### src/rtl/riscv_mem.sv
// riscv_mem: memory-access stage between EX and WB. It runs byte, half and word loads and
//   stores over a single-outstanding req/ack data bus, aligns and extends load data, and
//   emits an in-order writeback record.
// Latency: non-memory records take 1 cycle. Memory records take 2 cycles plus dmem wait states.
// Backpressure: ds_ack rises only in IDLE with a free output slot. us_rdy and mem_wb_* hold until us_ack.
// Ports: clk, rst (synchronous, active-high) | ds_rdy/ds_ack + ex_mem_* (EX record in) |
//   dmem_req/we/addr/sel/wdata/ack/rdata (data bus) | us_rdy/us_ack + mem_wb_* (WB record out).
// Option: define MEM_MISALIGN_TRAP_EN to add mem_wb_misalign. Misaligned accesses then skip
//   the bus and return a flagged record.

`ifndef RISCV_FUNCTIONS_VH
`define RISCV_FUNCTIONS_VH
`define MEM_FUNCT_W 4
`define MEM_NOP 4'd0
`define MEM_LB  4'd1
`define MEM_LH  4'd2
`define MEM_LW  4'd3
`define MEM_LBU 4'd4
`define MEM_LHU 4'd5
`define MEM_SB  4'd6
`define MEM_SH  4'd7
`define MEM_SW  4'd8
`endif

module riscv_mem #(
  parameter int ADDR_W = 32
) (
  input  logic                    clk,
  input  logic                    rst,
  input  logic                    ds_rdy,
  output logic                    ds_ack,
  input  logic [31:0]             ex_mem_result,
  input  logic [`MEM_FUNCT_W-1:0] ex_mem_funct,
  input  logic [31:0]             ex_mem_data,
  input  logic [4:0]              ex_mem_wb_rsd,
  output logic                    dmem_req,
  output logic                    dmem_we,
  output logic [ADDR_W-1:0]       dmem_addr,
  output logic [3:0]              dmem_sel,
  output logic [31:0]             dmem_wdata,
  input  logic                    dmem_ack,
  input  logic [31:0]             dmem_rdata,
  output logic                    us_rdy,
  input  logic                    us_ack,
`ifdef MEM_MISALIGN_TRAP_EN
  output logic                    mem_wb_misalign,
`endif
  output logic [31:0]             mem_wb_data,
  output logic [4:0]              mem_wb_rsd,
  output logic                    mem_wb_we
);

  localparam logic [0:0] S_IDLE   = 1'b0;
  localparam logic [0:0] S_ACCESS = 1'b1;

  localparam logic [1:0] SZ_B = 2'd0;
  localparam logic [1:0] SZ_H = 2'd1;
  localparam logic [1:0] SZ_W = 2'd2;

  logic [0:0]  r_state;
  logic [1:0]  r_size;
  logic        r_sign;
  logic [1:0]  r_lane;
  logic [4:0]  r_rsd;

  logic        w_slot_free;
  logic        w_xfer;
  logic        w_is_mem;
  logic        w_is_store;
  logic [1:0]  w_size;
  logic        w_sign;
  logic [1:0]  w_lane;
  logic [3:0]  w_sel;
  logic [31:0] w_wdata;
  logic        w_trap;
  logic [7:0]  w_byte;
  logic [15:0] w_half;
  logic [31:0] w_load_data;

  assign w_slot_free = !us_rdy || us_ack;
  // Held low during reset, so nothing is accepted while the stage is clearing.
  assign ds_ack      = !rst && (r_state == S_IDLE) && w_slot_free;
  assign w_xfer      = ds_rdy && ds_ack;
  assign w_lane      = ex_mem_result[1:0];

  // Unknown function codes fall through as NOPs.
  always_comb begin
    w_is_mem   = 1'b0;
    w_is_store = 1'b0;
    w_size     = SZ_W;
    w_sign     = 1'b0;
    case (ex_mem_funct)
      `MEM_LB:  begin w_is_mem = 1'b1; w_size = SZ_B; w_sign = 1'b1; end
      `MEM_LH:  begin w_is_mem = 1'b1; w_size = SZ_H; w_sign = 1'b1; end
      `MEM_LW:  begin w_is_mem = 1'b1; w_size = SZ_W; end
      `MEM_LBU: begin w_is_mem = 1'b1; w_size = SZ_B; end
      `MEM_LHU: begin w_is_mem = 1'b1; w_size = SZ_H; end
      `MEM_SB:  begin w_is_mem = 1'b1; w_is_store = 1'b1; w_size = SZ_B; end
      `MEM_SH:  begin w_is_mem = 1'b1; w_is_store = 1'b1; w_size = SZ_H; end
      `MEM_SW:  begin w_is_mem = 1'b1; w_is_store = 1'b1; w_size = SZ_W; end
      default:  ;
    endcase
  end

  // Without the misalignment trap, the low address bits only pick lanes. A half-word uses
  // bit 1 alone, and a word ignores both bits.
  always_comb begin
    case (w_size)
      SZ_B: begin
        w_sel   = 4'b0001 << w_lane;
        w_wdata = {4{ex_mem_data[7:0]}};
      end
      SZ_H: begin
        w_sel   = w_lane[1] ? 4'b1100 : 4'b0011;
        w_wdata = {2{ex_mem_data[15:0]}};
      end
      default: begin
        w_sel   = 4'hF;
        w_wdata = ex_mem_data;
      end
    endcase
  end

`ifdef MEM_MISALIGN_TRAP_EN
  assign w_trap = w_is_mem && (((w_size == SZ_H) && w_lane[0]) ||
                               ((w_size == SZ_W) && (w_lane != 2'b00)));
`else
  assign w_trap = 1'b0;
`endif

  always_comb begin
    case (r_lane)
      2'd0:    w_byte = dmem_rdata[7:0];
      2'd1:    w_byte = dmem_rdata[15:8];
      2'd2:    w_byte = dmem_rdata[23:16];
      default: w_byte = dmem_rdata[31:24];
    endcase
    w_half = r_lane[1] ? dmem_rdata[31:16] : dmem_rdata[15:0];
    case (r_size)
      SZ_B:    w_load_data = {{24{r_sign & w_byte[7]}}, w_byte};
      SZ_H:    w_load_data = {{16{r_sign & w_half[15]}}, w_half};
      default: w_load_data = dmem_rdata;
    endcase
  end

  always_ff @(posedge clk) begin
    if (rst) begin
      r_state     <= S_IDLE;
      r_size      <= SZ_W;
      r_sign      <= 1'b0;
      r_lane      <= 2'd0;
      r_rsd       <= 5'd0;
      us_rdy      <= 1'b0;
      dmem_req    <= 1'b0;
      dmem_we     <= 1'b0;
      dmem_addr   <= '0;
      dmem_sel    <= 4'd0;
      dmem_wdata  <= 32'd0;
      mem_wb_data <= 32'd0;
      mem_wb_rsd  <= 5'd0;
      mem_wb_we   <= 1'b0;
`ifdef MEM_MISALIGN_TRAP_EN
      mem_wb_misalign <= 1'b0;
`endif
    end else begin
      // The current record leaves this edge. A same-edge NOP transfer overrides this clear.
      if (us_rdy && us_ack) us_rdy <= 1'b0;
      case (r_state)
        S_IDLE: begin
          if (w_xfer) begin
            if (w_is_mem && !w_trap) begin
              r_state    <= S_ACCESS;
              r_size     <= w_size;
              r_sign     <= w_sign;
              r_lane     <= w_lane;
              r_rsd      <= ex_mem_wb_rsd;
              dmem_req   <= 1'b1;
              dmem_we    <= w_is_store;
              dmem_addr  <= {ex_mem_result[ADDR_W-1:2], 2'b00};
              dmem_sel   <= w_sel;
              dmem_wdata <= w_wdata;
            end else begin
              us_rdy      <= 1'b1;
              mem_wb_data <= ex_mem_result;
              mem_wb_rsd  <= ex_mem_wb_rsd;
              mem_wb_we   <= !w_trap && (ex_mem_wb_rsd != 5'd0);
`ifdef MEM_MISALIGN_TRAP_EN
              mem_wb_misalign <= w_trap;
`endif
            end
          end
        end
        S_ACCESS: begin
          // The output slot is always empty here, because entering ACCESS required a free slot.
          if (dmem_ack) begin
            r_state     <= S_IDLE;
            dmem_req    <= 1'b0;
            us_rdy      <= 1'b1;
            mem_wb_rsd  <= r_rsd;
            mem_wb_data <= dmem_we ? 32'd0 : w_load_data;
            mem_wb_we   <= !dmem_we && (r_rsd != 5'd0);
`ifdef MEM_MISALIGN_TRAP_EN
            mem_wb_misalign <= 1'b0;
`endif
          end
        end
        default: r_state <= S_IDLE;
      endcase
    end
  end

endmodule
### config.mk
export PLATFORM = sky130hd
export DESIGN_NAME = riscv_mem
export DESIGN_NICKNAME = d
export VERILOG_FILES = /design/src/rtl/riscv_mem.sv
export SDC_FILE = /design/constraint.sdc
export NUM_CORES = 1
export LEC_CHECK = 0
export ABC_AREA = 1
export BUFFER_PORTS_ARGS = -buffer_cell sky130_fd_sc_hd__buf_2
export CORE_ASPECT_RATIO = 1.4
export CORE_MARGIN = 3
export CORE_UTILIZATION = 53
export DETAILED_ROUTE_END_ITERATION = 10
export GPL_TIMING_DRIVEN = 0
export PLACE_DENSITY = 0.85
export SLEW_MARGIN = 0
export SYNTH_ARGS = -nofsm -noshare
export SYNTH_HDL_FRONTEND = slang
export SYNTH_SLANG_ARGS = --single-unit
export TNS_END_PERCENT = 1
### constraint.sdc
create_clock -name clk -period 2.13 [get_ports clk]
set_clock_uncertainty 0.1 [all_clocks]
set_input_delay 0.213 -clock clk [delete_from_list [all_inputs] [get_ports clk]]
set_output_delay 0.213 -clock clk [all_outputs]
set_load 0.02 [all_outputs]
==> metrics.txt <==
status finished clean; number of flops mapped to enable cells by yosys 0; slew margin rel. 0.5647; count of input and output buffers 216; fraction of synthesized area in multiplexers 0; transition time at the pin with the least slew margin 0.6530 ns; number of optimization iterations in the first detailed-route pass 7; critical path type flop to flop; final cycle utilization of the critical path 0.8583; complex-gate fraction of the synthesized area 0.2116; Placement Setup Slack 0.3718 ns; clock tree from TritonCTS built; number of ports placed on the die boundary 220; setup ws final 0.3017 ns; clock latency on the worst-skew pair 0.41 ns; Synth Area in Adders 0; maximum clock path buffer count 2; Cell Pwr Density 826.1 nW/µm²; total of max-cap violations 0; Mapped Avg Cell Area 6.643 µm²; chip height 130.5 µm; buffers inserted during post-CTS setup optimization 0; leakage power total 4.230 nW; end point of the critical path mem_wb_data[22]; primary flip-flop cell chosen by synthesis mapping sky130_fd_sc_hd__dfxtp_1; number of cells produced by synthesis 883; Worst VDD drop 0.6011 mV; overall die area 12,380 µm²; Clock H-tree levels 4; category of the worst setup path launch point flop; clock root buffer sky130_fd_sc_hd__clkbuf_16; slack of the worst reg-to-reg path 0.30 ns; Yosys top cell by area sky130_fd_sc_hd__dfxtp_1; share of flip-flops with an asynchronous set or reset 0; number of hold-slack violations in the final timing report 0; count of routing violations after the opening detailed-route iteration 486; initial antenna violation count 2; setup-violating endpoint count in the final report 0; count leader, synth sky130_fd_sc_hd__nand2_1; cell breakdown of the critical path buf_4 > inv_4 > nand4_4 > inv_2 > nand2_2 > nand2_4 > buf_4 > o21ai_0 > a21oi_1; share of the synthesized area in the top cell type 0.4027; wire length of the first global-routing pass 33.29 mm; clk sinks 118; number of synthesized register bits 118; Synth warnings 0; antenna violation net count after detailed routing 0; count of different cell masters after synthesis 31; synthesized cell area 5866 µm²; Hold Crit Class input port to flop; leading cell types by total area after synthesis sky130_fd_sc_hd__dfxtp_1, sky130_fd_sc_hd__nand2_1, sky130_fd_sc_hd__a21oi_1; post-detailed-route wirelength per cell 16.33 µm; most frequent cell on the critical path sky130_fd_sc_hd__buf_4; number of pins exceeding their max-slew limit in the final report 0; share of final-layout standard cells stronger than drive strength 1 0.2611; Placement Rows 44; worst-case reg-to-reg path depth 9; register area share after synthesis 0.4027; effective utilization at floorplan 0.5549; Layout fillers 833; wire length reported by the detailed router 21.43 mm; register clock-pin slew on the reported worst setup and hold paths 0.06 ns; Data required, critical path 2.37 ns; Vias/cell 5.384; Slowest cell on crit path sky130_fd_sc_hd__dfxtp_1; largest net degree at the start of global routing 17; crit path DAT 2.07 ns; Crit Reg-Reg Endpoint mem_wb_data[22]; worst setup path startpoint r_state; peak fanout along the critical path 17; CP peak stage delay 0.29 ns; placeable core area 10,570 µm²; total global-route track usage 0.3484; remaining design rule violation count 0; Final Critical Period 1.828 ns; TNS Setup 0 ns; basic-gate share of the synthesized area counting and, or, nand and nor cells 0.2686; setup repair after global routing missed its margin false; nature of the critical path endpoint flop; gpl congestion 0.9604; half-perimeter wire length after detailed placement 15.03 mm; overall via count from detail_route 7,064; peak clock frequency supported by timing 547.0 MHz; Horiz. Die Dim 94.91 µm; xor/xnor share of the synthesized area 0; number of nets in the finished design 1,269; leading cell types by count after synthesis sky130_fd_sc_hd__nand2_1, sky130_fd_sc_hd__a21oi_1, sky130_fd_sc_hd__dfxtp_1, sky130_fd_sc_hd__nor2_1, sky130_fd_sc_hd__inv_1; Worst R2R Start r_state; quantity of gates resized following cts 0; number of buffers inserted during clock tree synthesis 17; via count of the first global-routing pass 6,792; total global routing overflow 0; growth of design area from synthesis to finish 39.78%; dominant combinational cell family by area after synthesis simple AND/OR/NAND/NOR gates
## layout make-up
| cell class | count | area, µm² | area share |
|---|---|---|---|
| tap | 138 | 172.7 | 0.02106 |
| sequential | 118 | 2362 | 0.2881 |
| buffer | 60 | 365.4 | 0.04456 |
| inverter | 83 | 314.1 | 0.03830 |
| multi-input combinational | 622 | 2824 | 0.3444 |
| timing repair buffer | 257 | 1491 | 0.1819 |
| clock inverter | 14 | 225.2 | 0.02747 |
| antenna | 2 | 5.005 | 0.0006104 |
| clock buffer | 18 | 439.2 | 0.05356 |
## registers in the layout (all words and copies together), names as in the netlist, 2 cells and up
signal	cells
dmem_wdata	32
mem_wb_data	32
dmem_addr	30
mem_wb_rsd	5
r_rsd	5
dmem_sel	4
r_lane	2
r_size	2
## logic make-up after synthesis
group                  count (synthesis)
other                                  1
and+or+nand+nor                      377
DFF                                  118
buffers and inverters                144
AOI/OAI and AO/OA                    243
## where the power goes
group / switching (mW) / leakage [nW] / internal [mW]
combinational: 0.716 / 2.95 / 0.422
sequential: 0.0754 / 0.964 / 2.34
clock: 1.10 / 0.313 / 2.12
## through the flow
stage | hold slack (ns) | utilization | instance area [µm²] | total power, mW | std cells
finish | 0.009454 | 0.7757 | 8199 | 6.774 | 1312
global route | 0.03269 | 0.7757 | 8199 | 6.995 | 1312
CTS | 0.0008799 | 0.7756 | 8198 | 6.751 | 1311
detailed placement | 0.3259 | 0.6739 | 7123 | 3.504 | 1238
global placement | 0.3238 | 0.6739 | 7123 | 3.488 | 1238
floorplan | 0.2479 | - | 5869 | 3.100 | 884
## critical path, delay by kind of cell (launching register included)
kind / cells / cell delay [ns]
buffers and inverters: 4 / 0.60
and+or+nand+nor: 3 / 0.45
DFF: 1 / 0.29
AOI/OAI and AO/OA: 2 / 0.31
## layout by cell type (no fill, tap or decap), types with 8 or more instances in the layout
cell type                       Yosys  layout
sky130_fd_sc_hd__buf_2             21     237
sky130_fd_sc_hd__nand2_1          213     213
sky130_fd_sc_hd__a21oi_1          132     132
sky130_fd_sc_hd__dfxtp_1          118     118
sky130_fd_sc_hd__nor2_1            87      87
sky130_fd_sc_hd__inv_1             79      79
sky130_fd_sc_hd__o21ai_0           74      74
sky130_fd_sc_hd__nand3_1           57      57
sky130_fd_sc_hd__dlygate4sd3_1      0      41
sky130_fd_sc_hd__o21ai_1           27      27
sky130_fd_sc_hd__clkbuf_1          19      18
sky130_fd_sc_hd__clkbuf_16          0      17
sky130_fd_sc_hd__buf_4             11      11
sky130_fd_sc_hd__buf_6              8       8
## how the worst min path moves through the flow
stage / slack, ns / cells past startpoint / endpoint / startpoint
floorplan: 0.25 / 2 / dmem_addr[2] / ex_mem_result[2]
detailed placement: 0.33 / 2 / dmem_sel[2] / rst
global route: 0.03 / 4 / r_state / dmem_ack
finish: 0.009 / 4 / r_state / dmem_ack
global placement: 0.32 / 2 / dmem_sel[0] / rst
CTS: 0.0009 / 3 / dmem_addr[14] / ex_mem_result[14]
## routing by layer
metal | global-route usage | up-vias | wire length (µm)
met5 | 0 | - | 0
met4 | 0.2302 | 0 | 1172
met3 | 0.09737 | 90 | 2168
met2 | 0.6159 | 443 | 10840
met1 | 0.3545 | 3129 | 7255
li1 | - | 3402 | -
## repair_timing
item,in CTS,in global routing
hold buffers,41,0
hold endpoints to repair,44,0
endpoints found under the setup margin,0,1
Note: power is estimated with default switching activity, not from simulation.
